<file path="src/rtl/pixel_readout_seq.sv">
// Pixel array readout sequencer: erase, timed exposure, then per-row select,
// settle, ADC convert, hold and deselect, finishing with a one-cycle Done.
//
// Ports:
//   Clk      - clock, all state changes on rising edge
//   Reset    - asynchronous active-high reset
//   Init     - frame start request (rising edge starts a frame from IDLE)
//   ExpTime  - exposure length in cycles, captured at frame start (0 acts as 1)
//   Abort    - synchronous frame cancel, ignored in IDLE
//   Erase    - pixel erase, high whenever no frame is in progress
//   Expose   - exposure window
//   NRE      - one-hot row read enable
//   ADC      - ADC convert strobe
//   RowIdx   - index of the row being read
//   Busy     - high in every state except IDLE
//   Done     - one-cycle frame-complete pulse
module pixel_readout_seq #(
    parameter int N_ROWS     = 2,
    parameter int EXP_W      = 5,
    parameter int SETTLE_CYC = 1,
    parameter int ADC_CYC    = 1,
    localparam int RW        = (N_ROWS > 1) ? $clog2(N_ROWS) : 1
) (
    input  logic              Clk,
    input  logic              Reset,
    input  logic              Init,
    input  logic [EXP_W-1:0]  ExpTime,
    input  logic              Abort,
    output logic              Erase,
    output logic              Expose,
    output logic [N_ROWS-1:0] NRE,
    output logic              ADC,
    output logic [RW-1:0]     RowIdx,
    output logic              Busy,
    output logic              Done
);

    // One counter serves exposure, settle and ADC phases, so it must hold
    // both the widest ExpTime and the 4-bit cycle parameters.
    localparam int CW = (EXP_W > 4) ? EXP_W : 4;

    typedef enum logic [2:0] {
        S_IDLE,
        S_EXPOSE,
        S_SEL,
        S_CONV,
        S_HOLD,
        S_DESEL,
        S_DONE
    } state_t;

    state_t            state_q;
    state_t            state_d;
    logic [CW-1:0]     cnt_q;
    logic [CW-1:0]     cnt_d;
    logic [RW-1:0]     row_d;
    logic              init_q;
    logic              start;
    logic              cnt_last;
    logic              row_last;

    logic              erase_d;
    logic              expose_d;
    logic [N_ROWS-1:0] nre_d;
    logic              adc_d;
    logic              busy_d;
    logic              done_d;

    assign start    = Init && !init_q;
    assign cnt_last = (cnt_q == CW'(1));
    assign row_last = (RowIdx == RW'(N_ROWS - 1));

    // State, counters and registered outputs. RowIdx is itself the row
    // register, so it changes together with the state.
    always_ff @(posedge Clk or posedge Reset) begin
        if (Reset) begin
            state_q <= S_IDLE;
            cnt_q   <= '0;
            init_q  <= 1'b0;
            RowIdx  <= '0;
            Erase   <= 1'b1;
            Expose  <= 1'b0;
            NRE     <= '0;
            ADC     <= 1'b0;
            Busy    <= 1'b0;
            Done    <= 1'b0;
        end else begin
            state_q <= state_d;
            cnt_q   <= cnt_d;
            init_q  <= Init;
            RowIdx  <= row_d;
            Erase   <= erase_d;
            Expose  <= expose_d;
            NRE     <= nre_d;
            ADC     <= adc_d;
            Busy    <= busy_d;
            Done    <= done_d;
        end
    end

    // Next-state logic. Abort overrides everything outside IDLE; in IDLE it
    // only suppresses a simultaneous start.
    always_comb begin
        state_d = state_q;
        cnt_d   = cnt_q;
        row_d   = RowIdx;
        if (Abort && state_q != S_IDLE) begin
            state_d = S_IDLE;
            cnt_d   = '0;
            row_d   = '0;
        end else begin
            unique case (state_q)
                S_IDLE: begin
                    if (start && !Abort) begin
                        state_d = S_EXPOSE;
                        cnt_d   = (ExpTime == '0) ? CW'(1) : CW'(ExpTime);
                        row_d   = '0;
                    end
                end
                S_EXPOSE: begin
                    if (cnt_last) begin
                        state_d = S_SEL;
                        cnt_d   = CW'(SETTLE_CYC);
                        row_d   = '0;
                    end else begin
                        cnt_d = cnt_q - CW'(1);
                    end
                end
                S_SEL: begin
                    if (cnt_last) begin
                        state_d = S_CONV;
                        cnt_d   = CW'(ADC_CYC);
                    end else begin
                        cnt_d = cnt_q - CW'(1);
                    end
                end
                S_CONV: begin
                    if (cnt_last) begin
                        state_d = S_HOLD;
                        cnt_d   = '0;
                    end else begin
                        cnt_d = cnt_q - CW'(1);
                    end
                end
                S_HOLD: begin
                    state_d = S_DESEL;
                end
                S_DESEL: begin
                    if (row_last) begin
                        state_d = S_DONE;
                    end else begin
                        state_d = S_SEL;
                        cnt_d   = CW'(SETTLE_CYC);
                        row_d   = RowIdx + RW'(1);
                    end
                end
                S_DONE: begin
                    state_d = S_IDLE;
                    row_d   = '0;
                end
                default: begin
                    state_d = S_IDLE;
                    cnt_d   = '0;
                    row_d   = '0;
                end
            endcase
        end
    end

    // Output decode from the next state so every output comes from a flop
    // yet lines up with the state it belongs to.
    always_comb begin
        erase_d  = (state_d == S_IDLE) || (state_d == S_DONE);
        expose_d = (state_d == S_EXPOSE);
        adc_d    = (state_d == S_CONV);
        busy_d   = (state_d != S_IDLE);
        done_d   = (state_d == S_DONE);
        nre_d    = '0;
        if (state_d == S_SEL || state_d == S_CONV || state_d == S_HOLD) begin
            nre_d = N_ROWS'(1) << row_d;
        end
    end

endmodule

</file>
<file path="config.mk">
export PLATFORM = sky130hd
export DESIGN_NAME = pixel_readout_seq
export DESIGN_NICKNAME = d
export VERILOG_FILES = /design/src/rtl/pixel_readout_seq.sv
export SDC_FILE = /design/constraint.sdc
export NUM_CORES = 1
export LEC_CHECK = 0
export CELL_PAD_IN_SITES_DETAIL_PLACEMENT = 0
export CELL_PAD_IN_SITES_GLOBAL_PLACEMENT = 1
export CORE_UTILIZATION = 41
export DETAILED_ROUTE_END_ITERATION = 6
export PLACE_DENSITY_LB_ADDON = 0.2
export SYNTH_ARGS = -nofsm -noshare
export SYNTH_HDL_FRONTEND = slang
export SYNTH_SLANG_ARGS = --single-unit
</file>
<file path="constraint.sdc">
create_clock -name Clk -period 3.7 [get_ports Clk]
set_clock_uncertainty 0.1 [all_clocks]
set_input_delay 0.925 -clock Clk [delete_from_list [all_inputs] [get_ports Clk]]
set_output_delay 0.925 -clock Clk [all_outputs]
set_load 0.01 [all_outputs]
</file>
### Yosys cells after proc, flatten, opt, wreduce, memory -nomap -nowiden

Index checks and enable logic that the tools add are counted.

* register bits after elaboration: 17
* latch bits: 0
* bits in writable memories: 0
* bits in read-only memories: 0
* output and inout bits: 8
* word-level logic and storage cells: 65
* memories: 0

* add/subtract/negate cells: 2
* multipliers: 0
* div/mod/pow operators: 0
* magnitude comparators: 0
* equality and inequality tests: 15
* shift-type cells: 1
* multiplexer cells: 20
* bitwise operators: 0
* reductions and logical operators: 17

Operators with widths (count)
* 5-bit two-way mux: 6
* 5-bit case mux with 5 select lines: 1
* 3-bit two-way mux: 6
* 3-bit case mux with 6 select lines: 1
* 3-bit == test, second input constant: 5
* 3-bit by 2-bit == test with 1-bit output, second input constant: 4
* 3-bit by 1-bit == test with 1-bit output, second input constant: 2
* 3-bit zero test: 2
* 3-bit inequality test, second input constant: 2
* 3-bit nonzero test: 2
* 5-bit by 1-bit == test with 1-bit output, second input constant: 1
* 5-bit zero test: 1
* 5-bit by 1-bit subtractor with 5-bit output, second input constant: 1
* 1-bit two-way mux: 4
* 1-bit case mux with 4 select lines: 1
* 2-bit OR reduction: 2
* 1-bit logical AND: 3
* 1-bit logical OR: 3
* 3-bit AND reduction: 1
* 3-bit OR reduction: 1
* 1-bit zero test: 2
* 2-bit two-way mux: 1
* 2-bit by 1-bit inequality test with 1-bit output, second input constant: 1
* 1-bit by 1-bit << shifter with 2-bit output, first input constant: 1
* 1-bit adder, second input constant: 1

### Depth between registers and ports, before layout

Gate-level depths: netlist (run 1).

* word-level depth: 10
* gate-level depth with buffers: 6
* depth with buffers taken out: 6

### Worst setup path before layout (run 1)

OpenSTA, ideal clock, no wires.

* path kind: input port to flip-flop
* start: in Abort
* end: reg cnt_q[0]
* data arrival time: 1742 ps
* data required time: 3478 ps
* path slack: 1737 ps
* stages: 5
* path through: clkbuf_1 -> a21oi_1 -> a32oi_1 -> o31ai_1 -> a32o_1

* longest elaborated chain between the ends: 4
* elaborated cells on any way between the ends: 8

RTL lines
* from (decl): line 28 `input logic Abort,`
* 1-bit zero test: line 114 `if (start && !Abort) begin`
* 1-bit logical AND: line 114
* 3-bit inequality test (no source line)
* 3-bit AND reduction (no source line)
* to (signal assigned): line 89 `cnt_q <= cnt_d;`
* to (decl): line 54 `logic [CW-1:0] cnt_q;`

Parallel ways exist; a longest one is shown, timed or not.
A chain may end at the register's enable or synchronous reset.

### Final worst setup path (run 1)

* start: in Abort
* end: reg cnt_q[2]

The elaborated chain is that of the path after synthesis.

==> results of run 1 <==
## logic make-up (layout without fill, tap and decap cells)
group,after synthesis,count (layout)
and+or+nand+nor,37,37
DFF,17,17
AOI/OAI and AO/OA,32,32
muxes,3,3
adders and majority gates,2,2
xor gates and xnor gates,3,3
buffers and inverters,13,27
## metal layers
layer	routed length, um	global-route usage, %	vias up
met1	977	26.4	394
met5	0	0	-
met3	91	2.68	2
met4	25	6.94	0
li1	-	-	410
met2	926	28.4	23
## cells in the mapped netlist
cell type | n | area, um2
a22o_1 | 3 | 26.3
and4_1 | 1 | 8.76
or3_2 | 1 | 7.51
a32o_1 | 1 | 10.0
nor2_1 | 10 | 37.5
ha_1 | 2 | 25.0
nor4_1 | 1 | 6.26
clkbuf_1 | 4 | 15.0
nand2b_1 | 1 | 6.26
dfstp_2 | 1 | 26.3
a22o_2 | 1 | 10.0
or3_1 | 1 | 6.26
and2_2 | 1 | 7.51
dfrtp_1 | 16 | 400
a32oi_1 | 1 | 8.76
o31ai_1 | 3 | 22.5
inv_1 | 7 | 26.3
o21a_1 | 1 | 7.51
and3_1 | 2 | 12.5
a21oi_1 | 12 | 60.1
buf_2 | 1 | 5.00
a211oi_1 | 1 | 7.51
nand3_1 | 2 | 10.0
nor3_1 | 5 | 25.0
o31ai_2 | 1 | 12.5
o21ai_0 | 7 | 35.0
clkbuf_2 | 1 | 5.00
or2_2 | 1 | 6.26
mux2i_1 | 3 | 30.0
xnor2_1 | 3 | 26.3
a31o_2 | 1 | 8.76
nand2_1 | 5 | 18.8
nor2b_1 | 2 | 12.5
nor3b_1 | 3 | 22.5
nor4b_4 | 1 | 23.8
## critical path, stage by stage
cell and delay (ps):
clkdlybuf4s50_1 630, nor3b_1 380, nor3_1 110, a31o_2 280, a22o_2 260
## final timing paths
path                               start        to  slack [ps]
min in group asynchronous          Reset  cnt_q[4]         910
worst max register to register  cnt_q[1]    NRE[0]        1650
worst min register to register  cnt_q[1]  cnt_q[1]         490
worst max-delay path               Abort  cnt_q[2]        1200
max in group asynchronous          Reset    init_q        2180
worst min-delay path            cnt_q[1]  cnt_q[1]         490
## sequential cells by signal, summed over array words and instances, names as in the netlist
signal and flops:
cnt_q 5, state_q 3, NRE 2, ADC 1, Busy 1, Done 1, Erase 1, Expose 1
RowIdx 1, init_q 1
## layout make-up
| type | count | area [um2] |
|---|---|---|
| well taps | 28 | 35.0 |
| inverters | 7 | 26.3 |
| clock buffers | 3 | 22.5 |
| fillers | 223 | 1060 |
| repair buffers | 16 | 160 |
| flip-flops and latches | 17 | 427 |
| clock inverters | 1 | 5.00 |
| multi-input cells | 77 | 502 |
## power breakdown
part           switching [mW]  total, mW  internal, mW
combinational          0.0994      0.204         0.104
clock                  0.0600      0.100        0.0401
sequential             0.0426      0.257         0.214
## per-stage QoR
stage | std cells | setup slack [ps] | hold slack, ps | util (%)
floorplan | 107 | 1740 | 397 | -
global placement | 145 | 962 | 435 | 51.5
detailed placement | 145 | 925 | 469 | 51.5
CTS | 149 | 1220 | 492 | 52.7
global route | 149 | 1110 | 500 | 52.7
finish | 149 | 1200 | 487 | 52.7
==> summary.md, run 1 <==
| Metric | Value |
|---|---|
| Worst Path Arrival | 2590 ps |
| Hold depth | 1 |
| Routed via count | 829 |
| Synth Area in XOR/XNOR | 2.68% |
| Status | complete, no violations |
| Remaining DRCs | 0 |
| Count of cell types in the netlist | 35 |
| Cell count after synthesis | 107 |
| Largest net degree at the start of global routing | 18 |
| Synth Area in Simple Gates | 21.6% |
| Crit path max fanout | 13 |
| CP endpoint kind | flip-flop |
| Drt first pass iters | 4 |
| Port Buf Inserts | 16 |
| Design Power | 0.561 mW |
| P&R area growth vs syn | 20.2% |
| Syn_nets | 118 |
| Post-route cell area | 1180 um2 |
| # Post-CTS Setup Buffers | 0 |
| Initial drt markers | 18 |
| RSZ-0062 raised after global routing | false |
| MaxCap Viol Count | 0 |
| Reg clk slew, reported paths | 100 ps |
| CTS tree | yes |
| Largest family of logic cells by synthesized area | simple AND/OR/NAND/NOR gates |
| Worst r2r path cells | 6 |
| Drt total wl | 2.02 mm |
| Gp weighted congestion | 0.828 |
| Final #Nets | 133 |
| CTS Root Buffer Type | clkbuf_4 |
| Setup TNS | 0 ps |
| Number of diodes | 0 |
| Vias in the first global route | 776 |
| Syn avg cell area | 9.16 um2 |
| CTS H-tree depth | 1 |
| GRT overflow | 0 |
| WL per Instance | 13.6 um |
| DRT antenna net count | 0 |
| Multiplexer share of the synthesized area | 3.07% |
| Ports | 17 |
| Period utilization | 67.6% |
| #FFs+latches synth | 17 |
| Clk sinks | 17 |
| YS warnings | 0 |
| Required @ worst endpoint | 3780 ps |
| Crit Path Category | primary input to flip-flop |
| Startpoint Class | primary input |
| GR Util All Layers | 18.6% |
| Die area | 2590 um2 |
| Worst skew pair latency | 280 ps |
| Commonest cells after routing, fill and taps aside | dfrtp_1, clkdlybuf4s50_1, a21oi_1, nor2_1 |
| Initial cell density of the core | 43.9% |
| Share of cells above drive strength 1 | 9.92% |
| Max Transition Viols Final | 0 |
| Synth Area in Compound Gates | 21.3% |
| Tightest Pin Transition | 633 ps |
| CTS resizes | 0 |
| Min Tclk post-route | 2500 ps |
| Number of CTS-inserted buffers | 3 |
| Die H | 50.9 um |
| Final-report hold violation count | 0 |
| Part of the Yosys area used for sequential elements | 43.6% |
| Vias per cell | 5.56 |
| Placement Cell Area | 1150 um2 |
| Die Wd | 50.9 um |
| Slew margin rel. | 57.8% |
| Core Box Area | 2230 um2 |
| Row Count | 17 |
| Leakage | 0.491 nW |
| Area of the mapped netlist | 980 um2 |
| Pwr/cell area | 476 nW/um2 |
| Final setup fails | 0 |
| First-pass GRT wire length | 3.55 mm |
| VDD IR max | 0.229 mV |
| Synth Area in Adders | 2.55% |
| Achievable clock frequency | 400 MHz |
| Cts hold-fix bufs | 0 |
| HP Class | flip-flop to flip-flop |
| Max Root-Sink Buffers | 2 |
| Initial antenna violation count | 0 |
| Final HPWL DP | 1.48 mm |
No activity file was read; power rests on OpenSTA's default activity.
==> run 2: changes to the inputs <==
--- a/config.mk
+++ b/config.mk
@@ -7,7 +7,7 @@
 export LEC_CHECK = 0
 export CELL_PAD_IN_SITES_DETAIL_PLACEMENT = 0
 export CELL_PAD_IN_SITES_GLOBAL_PLACEMENT = 1
-export CORE_UTILIZATION = 41
+export CORE_UTILIZATION = 38
 export DETAILED_ROUTE_END_ITERATION = 6
 export PLACE_DENSITY_LB_ADDON = 0.2
 export SYNTH_ARGS = -nofsm -noshare
==> constraint.sdc (replaced) <==
create_clock -name Clk -period 2.4 [get_ports Clk]
set_clock_uncertainty 0.1 [all_clocks]
set_input_delay 0.6 -clock Clk [delete_from_list [all_inputs] [get_ports Clk]]
set_output_delay 0.6 -clock Clk [all_outputs]
set_load 0.01 [all_outputs]
==> run 2 against run 1 <==
Critical path depth shrank 4; sequential power grew 52%; clock power is 61% higher; utilization shrank 3.1 points; final cell count is 4.7% higher; sequential share of layout area down 1.2 points; worst hold slack worse by 33 ps; count of clock-buffer cells in the layout unchanged; via count grew 3.0%; die area rose by 7.6%; critical path type is now flip-flop to output pin; highest routed layer unchanged.
==> summary.md, run 2 (synthesized netlist as in run 1, its figures left out) <==
| Metric | Value |
|---|---|
| Most flops, register | cnt_q (unchanged) |
| Number of CTS-inserted buffers | 3 (unchanged) |
| Reg clk slew, reported paths | 110 ps (was 100 ps) |
| Status | complete, no violations (unchanged) |
| Number of diodes | 0 (unchanged) |
| VDD IR max | 0.442 mV (was 0.229 mV) |
| Max Transition Viols Final | 0 (unchanged) |
| CTS Root Buffer Type | clkbuf_4 (unchanged) |
| # Post-CTS Setup Buffers | 0 (unchanged) |
| Buf/Inv on CP | 1 (unchanged) |
| DRT antenna net count | 0 (unchanged) |
| Commonest cells after routing, fill and taps aside | dfrtp_1, clkdlybuf4s50_1, a21oi_1, nor2_1 (unchanged) |
| Tightest Pin Transition | 653 ps (was 633 ps) |
| Setup TNS | 0 ps (unchanged) |
| Slew margin rel. | 56.4% (was 57.8%) |
| Crit path max-delay family | flip-flops (was buffers and inverters) |
| Max reg flops | 5 (unchanged) |
| WL per Instance | 14.6 um (was 13.6 um) |
| CTS resizes | 0 (unchanged) |
| WHS | 454 ps (was 487 ps) |
| Worst skew pair latency | 300 ps (was 280 ps) |
| Die area | 2790 um2 (was 2590 um2) |
| Finished Layout Cells | 156 (was 149) |
| Max Root-Sink Buffers | 2 (unchanged) |
| CP endpoint kind | output pin (was flip-flop) |
| Post-route cell area | 1220 um2 (was 1180 um2) |
| Cts hold-fix bufs | 0 (unchanged) |
| Crit Path Category | flip-flop to output pin (was primary input to flip-flop) |
| Final setup fails | 0 (unchanged) |
| Biggest regs | cnt_q (5), state_q (3), NRE (2) (unchanged) |
| Startpoint Class | flip-flop (was primary input) |
| Largest net degree at the start of global routing | 18 (unchanged) |
| Share of cells above drive strength 1 | 13.5% (was 9.92%) |
| Initial antenna violation count | 0 (unchanged) |
| Drt total wl | 2.29 mm (was 2.02 mm) |
| Vias per cell | 5.47 (was 5.56) |
| Worst Path Arrival | 1350 ps (was 2590 ps) |
| Remaining DRCs | 0 (unchanged) |
| Die H | 52.8 um (was 50.9 um) |
| Port Buf Inserts | 16 (unchanged) |
| Row Count | 18 (was 17) |
| Die Wd | 52.8 um (was 50.9 um) |
| Final #Nets | 138 (was 133) |
| Required @ worst endpoint | 1700 ps (was 3780 ps) |
| Routed via count | 854 (was 829) |
| RSZ-0062 raised after global routing | false (unchanged) |
| Placement Cell Area | 1190 um2 (was 1150 um2) |
| P&R area growth vs syn | 24.3% (was 20.2%) |
| MaxCap Viol Count | 0 (unchanged) |
| Final-report hold violation count | 0 (unchanged) |
| Period utilization | 85.3% |
| GR Util All Layers | 19.7% (was 18.6%) |
| Final core utilization | 49.6% (was 52.7%) |
| Max incr delay on CP | 530 ps (was 630 ps) |
| Ports | 17 (unchanged) |
| # fillers | 247 (was 223) |
| Initial drt markers | 13 (was 18) |
| Final HPWL DP | 1.70 mm (was 1.48 mm) |
| Leakage | 0.517 nW (was 0.491 nW) |
| Vias in the first global route | 798 (was 776) |
| Min Tclk post-route | 2050 ps |
| Achievable clock frequency | 489 MHz |
| Reg area | 427 um2 (unchanged) |
| Core Box Area | 2450 um2 (was 2230 um2) |
| Worst-path cell chain | clkdlybuf4s50_1 (was clkdlybuf4s50_1 > nor3b_1 > nor3_1 > a31o_2 > a22o_2) |
| Placed Cells | 152 (was 145) |
| CTS tree | yes (unchanged) |
| Crit path max fanout | 1 (was 13) |
| GRT overflow | 0 (unchanged) |
| Initial cell density of the core | 39.9% (was 43.9%) |
| Gp weighted congestion | 0.802 (was 0.828) |
| Multi-input logic area | 502 um2 (unchanged) |
| HP Class | flip-flop to flip-flop (unchanged) |
| Pwr/cell area | 730 nW/um2 (was 476 nW/um2) |
| First-pass GRT wire length | 3.84 mm (was 3.55 mm) |
| CP max-delay cell | dfstp_2 (was clkdlybuf4s50_1) |
| Drt first pass iters | 4 (unchanged) |
| Clk sinks | 17 (unchanged) |
| CTS H-tree depth | 1 (unchanged) |
-- run 2: cell count changes in the layout (fill, tap and decap cells not counted), sizes merged --
| cell | before | now |
|---|---|---|
| buf | 0 | 5 |
-- run 2: per-stage QoR --
| step | setup WS (ps) | power, mW |
|---|---|---|
| 2_1_floorplan | 656 | 0.622 |
| 3_3_place_gp | 253 | 0.729 |
| 3_5_place_dp | 225 | 0.737 |
| 4_1_cts | 332 | 0.902 |
| 5_1_grt | 278 | 0.958 |
| 6_report | 353 | 0.889 |
-- run 2: worst register-to-register path, stage by stage (launching register included) --
cell     delay, ps
dfrtp_1        410
inv_1           80
ha_1           190
nor4b_4        340
buf_4          200
mux2i_1         80
o31ai_2        280
and3_1         210
-- run 2: final timing paths --
| path | from | endpoint | slack (ps) | cells after the start |
|---|---|---|---|---|
| max | Erase | Erase | 350 | 1 |
| min | cnt_q[1] | cnt_q[1] | 450 | 1 |
| max reg2reg | cnt_q[1] | NRE[0] | 460 | 7 |
| min reg2reg | cnt_q[1] | cnt_q[1] | 450 | 1 |
| max in group asynchronous | Reset | cnt_q[4] | 1200 | 2 |
| min in group asynchronous | Reset | NRE[1] | 580 | 2 |
-- run 2: routing by layer --
layer / vias to the layer above / part of all wire (%) / GRT usage, %
li1: 424 / - / -
met5: - / 0 / 0
met3: 2 / 4.4 / 5.22
met1: 409 / 47 / 26.3
met2: 19 / 47 / 30.2
met4: 0 / 0.83 / 7.46
-- run 2: power breakdown --
part,switching (mW),internal [mW],total (mW)
combinational,0.159,0.178,0.337
clock,0.0990,0.0622,0.161
sequential,0.0603,0.330,0.391
total,0.318,0.571,0.889
-- run 2: final cells by class --
class                   count  share of cell area (%)
multi-input cells          77                    41.2
well taps                  30                    3.08
flip-flops and latches     17                    35.0
clock buffers               3                    1.85
inverters                   7                    2.16
clock inverters             1                   0.411
repair buffers             21                    16.2
==> run 3: changes to the inputs <==
==> config.mk (replaced) <==
export PLATFORM = sky130hd
export DESIGN_NAME = pixel_readout_seq
export DESIGN_NICKNAME = d
export VERILOG_FILES = /design/src/rtl/pixel_readout_seq.sv
export SDC_FILE = /design/constraint.sdc
export NUM_CORES = 1
export LEC_CHECK = 0
export CORE_UTILIZATION = 51
export DETAILED_ROUTE_END_ITERATION = 6
export PLACE_DENSITY_LB_ADDON = 0.2
export SLEW_MARGIN = 10
export SYNTH_ARGS = -nofsm -noshare
export SYNTH_HDL_FRONTEND = slang
export SYNTH_SLANG_ARGS = --single-unit
==> run 3 against run 2 <==
Non-clock buffer count shrank 3; sequential power is essentially flat; global-route usage grew 3.0 points; worst hold slack gained 21 ps.
==> summary.md, run 3 (synthesized netlist as in run 1, its figures left out) <==
| Metric | Value |
|---|---|
| Cell internal pwr | 0.554 mW (was 0.571 mW) |
| Number of CTS-inserted buffers | 3 (unchanged) |
| Buf/Inv on CP | 1 (unchanged) |
| Port Buf Inserts | 16 (unchanged) |
| Initial antenna violation count | 0 (unchanged) |
| Ports | 17 (unchanged) |
| Status | complete, no violations (unchanged) |
| Achievable clock frequency | 483 MHz (was 489 MHz) |
| WL per Instance | 13.9 um (was 14.6 um) |
| Clk pwr share | 17.6% (was 18.1%) |
| Max reg flops | 5 (unchanged) |
| Combinational fraction of design power | 36.2% (was 37.9%) |
| Clk sinks | 17 (unchanged) |
| Share of cells above drive strength 1 | 11.4% (was 13.5%) |
| Crit path max-delay family | simple AND/OR/NAND/NOR gates (was flip-flops) |
| Initial drt markers | 25 (was 13) |
| Setup TNS | 0 ps (unchanged) |
| Period utilization | 86.2% (was 85.3%) |
| Sequential share of power | 46.2% (was 44.0%) |
| CTS H-tree depth | 1 (unchanged) |
| Sw frac | 35.1% (was 35.8%) |
| Max Root-Sink Buffers | 2 (unchanged) |
| CP max-delay cell | nor4b_4 (was dfstp_2) |
| Remaining DRCs | 0 (unchanged) |
| Post-route cell area | 1190 um2 (was 1220 um2) |
| P&R area growth vs syn | 21.3% (was 24.3%) |
| CTS resizes | 0 (unchanged) |
| Vias per cell | 5.70 (was 5.47) |
| Startpoint Class | flip-flop (unchanged) |
| Worst r2r path cells | 6 (was 7) |
| Die area | 2100 um2 (was 2790 um2) |
| Die H | 45.8 um (was 52.8 um) |
| Die Wd | 45.8 um (was 52.8 um) |
| Placement Cell Area | 1160 um2 (was 1190 um2) |
| Largest net degree at the start of global routing | 18 (unchanged) |
| HP Class | flip-flop to flip-flop (unchanged) |
| Worst-path cell chain | inv_1 > ha_1 > nor4b_4 > mux2i_1 > o31ai_2 > and3_1 (was clkdlybuf4s50_1) |
| # Post-CTS Setup Buffers | 0 (unchanged) |
| Leakage | 0.501 nW (was 0.517 nW) |
| Vias in the first global route | 751 (was 798) |
| DRT antenna net count | 0 (unchanged) |
| Row Count | 15 (was 18) |
| Required @ worst endpoint | 2530 ps (was 1700 ps) |
| MaxCap Viol Count | 0 (unchanged) |
| Design Power | 0.854 mW (was 0.889 mW) |
| Biggest regs | cnt_q (5), state_q (3), NRE (2) (unchanged) |
| CTS tree | yes (unchanged) |
| Number of diodes | 0 (unchanged) |
| First-pass GRT wire length | 3.41 mm (was 3.84 mm) |
| Drt first pass iters | 4 (unchanged) |
| NetSw | 0.300 mW (was 0.318 mW) |
| Commonest cells after routing, fill and taps aside | dfrtp_1, clkdlybuf4s50_1, a21oi_1, nor2_1 (unchanged) |
| Crit Path Category | flip-flop to flip-flop (was flip-flop to output pin) |
| RSZ-0062 raised after global routing | false (unchanged) |
| Core Box Area | 1760 um2 (was 2450 um2) |
| Pwr/cell area | 718 nW/um2 (was 730 nW/um2) |
| Tightest Pin Transition | 639 ps (was 653 ps) |
| Min Tclk post-route | 2070 ps (was 2050 ps) |
| Gp weighted congestion | 0.852 (was 0.802) |
| Final setup fails | 0 (unchanged) |
| Crit. path cell count | 6 (was 1) |
| Initial cell density of the core | 55.5% (was 39.9%) |
| CP endpoint kind | flip-flop (was output pin) |
| Worst Path Arrival | 2200 ps (was 1350 ps) |
| Hold depth | 1 (unchanged) |
| Drt total wl | 2.05 mm (was 2.29 mm) |
| Most flops, register | cnt_q (unchanged) |
| Crit path max fanout | 10 (was 1) |
| Reg clk slew, reported paths | 100 ps (was 110 ps) |
| VDD IR max | 0.468 mV (was 0.442 mV) |
| Max incr delay on CP | 530 ps (about the same) |
| CTS Root Buffer Type | clkbuf_4 (unchanged) |
| GRT overflow | 0 (unchanged) |
| WHS | 476 ps (was 454 ps) |
| Cts hold-fix bufs | 0 (unchanged) |
| GR Util All Layers | 22.8% (was 19.7%) |
| Final HPWL DP | 1.48 mm (was 1.70 mm) |
| Final-report hold violation count | 0 (unchanged) |
| Slew margin rel. | 57.4% (was 56.4%) |
| Final #Nets | 135 (was 138) |
| Routed via count | 844 (was 854) |
| Worst skew pair latency | 280 ps (was 300 ps) |
| Max Transition Viols Final | 0 (unchanged) |
run 3: cell types whose count changed in the layout (fill, tap and decap cells not counted), sizes merged:
| cell | delta |
|---|---|
| buf | -3 |
run 3: worst paths after layout:
| check | end | from | slack, ps |
|---|---|---|---|
| min in group asynchronous | Done | Reset | 580 |
| max reg2reg | NRE[0] | cnt_q[1] | 330 |
| min reg2reg | cnt_q[0] | cnt_q[0] | 480 |
| max in group asynchronous | cnt_q[3] | Reset | 1200 |
| min | cnt_q[0] | cnt_q[0] | 480 |
| max | NRE[0] | cnt_q[1] | 330 |
run 3: power by group through the flow:
stage	sequential (mW)	clock, mW	combinational (mW)
detailed placement	0.399	0	0.308
global placement	0.397	0	0.304
CTS	0.393	0.153	0.311
global route	0.403	0.162	0.340
finish	0.394	0.150	0.309
floorplan	0.384	0	0.238
run 3: metrics by stage:
step                      worst slack (ps)  utilization, %  instances
after CTS                              333            67.4        148
after global routing                   190            67.4        148
after detailed placement               220            65.8        144
final                                  330            67.4        148
after floorplan                        656               -        107
after global placement                 254            65.8        144
run 3: metal layers:
| layer | wire (um) | vias up | share of wire, % | track usage [%] |
|---|---|---|---|---|
| li1 | - | 415 | - | - |
| met1 | 1000 | 403 | 49 | 34.0 |
| met2 | 939 | 24 | 46 | 33.1 |
| met3 | 100 | 2 | 4.9 | 3.97 |
| met4 | 10 | 0 | 0.49 | 7.65 |
| met5 | 0 | - | 0 | 0 |
run 3: final cells by class:
class | count | area (um2)
inverters | 7 | 26.3
multi-input cells | 77 | 502
flip-flops and latches | 17 | 427
fillers | 158 | 576
repair buffers | 18 | 175
clock inverters | 1 | 5.00
well taps | 25 | 31.3
clock buffers | 3 | 22.5
==> RTL edit (config.mk and constraints of run 1) <==
Set the parameter `N_ROWS` to 4 (it was 2).
--- a/src/rtl/pixel_readout_seq.sv
+++ b/src/rtl/pixel_readout_seq.sv
@@ -17,3 +17,3 @@
 module pixel_readout_seq #(
-    parameter int N_ROWS     = 2,
+    parameter int N_ROWS     = 4,
     parameter int EXP_W      = 5,
Ports: changed (resized NRE and RowIdx); port bits go from 17 to 20. No check against the original RTL was run, so the function may have changed too.
==> RTL edit against run 1 <==
Largest power group unchanged; critical endpoint is now NRE[2]; first-iteration DRC count increased by 130%; sequential share of layout area fell by 1.3 points; worst setup slack got worse by 270 ps; final cell count grew 15%; combinational power grew 33%; synthesized area grew 21%; total power increased by 35%; cell area increased by 22%; sequential cell count is 3 higher; wire length increased by 21%.
==> RTL edit: results (changes against run 1) <==
status=finished clean; Slew @ Worst Pin=749 ps (+116 ps); Synth Area in Compound Gates=23.4% (+2.1 points); Total Routed Length=2450 µm (+21%); gpl congestion=0.850 (+2.7%); largest net degree at the start of global routing=21 (+3); first-pass GRT wire length=4400 µm (+24%); Core Util, Final=52.1% (-0.63 points); Via Count=986 (+19%); Post-Synth XOR/XNOR Area=2.21% (-0.47 points); Netlist Area Pre-Place=1190 µm² (+21%); 1st-pass router iterations=5 (+1); Non-clk invs=9 (+2); placed inst area=1380 µm² (+20%); final hold slack=453 ps (-35.0 ps); static leakage=0.599 nW (+22%); DR iter-0 viols=42 (+24); CP Data Arrival Time=2870 ps (+280 ps); final worst path period share=74.8% (+7.2 points); commonest cells in the netlist=dfrtp_1 (19), nor2_1 (12), inv_1 (9); Seq/Total Area, Yosys=42.2% (-1.4 points); mux contribution to synthesized area=2.63% (-0.44 points); # nets final=152 (+14%); top area cells in the synthesized netlist=dfrtp_1 (40%), nor2_1 (3.8%), a21oi_1 (3.4%); Clock transition at path regs=120 ps (+20 ps); Synth Net Count=135 (+14%); Reg2Reg Setup Slack=1560 ps (-90 ps); distinct cell type count after synthesis=43 (+23%); Peak VDD IR=0.351 mV (+53%); fin cells=171 (+15%); clock latency at the later pin of the worst-skew pair=300 ps (+20 ps); Buffers excl. clock=19 (+3); Clock buf/inv share=3.66% (+1.3 points); Port Buffers=19 (+3); Antenna Cells=0 (unchanged); multi-input logic cell count=88 (+14%); vias in the first global route=973 (+25%); layout cell share with drive strength beyond 1=7.86% (-2.1 points); largest registers=cnt_q: 5 flops, NRE: 4 flops, state_q: 3 flops; adder and majority cell fraction of the synthesized area=2.10% (-0.45 points)
RTL edit: cell count changes in the layout (fill, tap and decap cells not counted), moves of 4 or more:
cell,change
o21ai_0,-5
nand2b_1,+5
o2bb2ai_1,+4
a21oi_1,-4
RTL edit: report_power, final:
group,switching (mW),internal [mW]
clock,0.0701,0.109
sequential,0.0551,0.253
combinational,0.137,0.135
RTL edit: critical path, delay by kind of cell:
| family | cells | cell delay, ps |
|---|---|---|
| buffers and inverters | 1 | 640 |
| AOI/OAI and AO/OA | 2 | 600 |
| and+or+nand+nor | 2 | 710 |
RTL edit: path summary, 6_finish.rpt:
path                             to  cells after the start
max reg2reg                  NRE[2]                      6
min                        cnt_q[1]                      1
max                          NRE[2]                      5
min in group asynchronous  cnt_q[4]                      2
max in group asynchronous    NRE[3]                      2
min reg2reg                cnt_q[1]                      1
RTL edit: metal layers:
metal  track usage, %  wire length, µm
met1             25.3             1190
met2             26.2             1090
met3             5.12              144
met4             4.88               25
met5                0                0
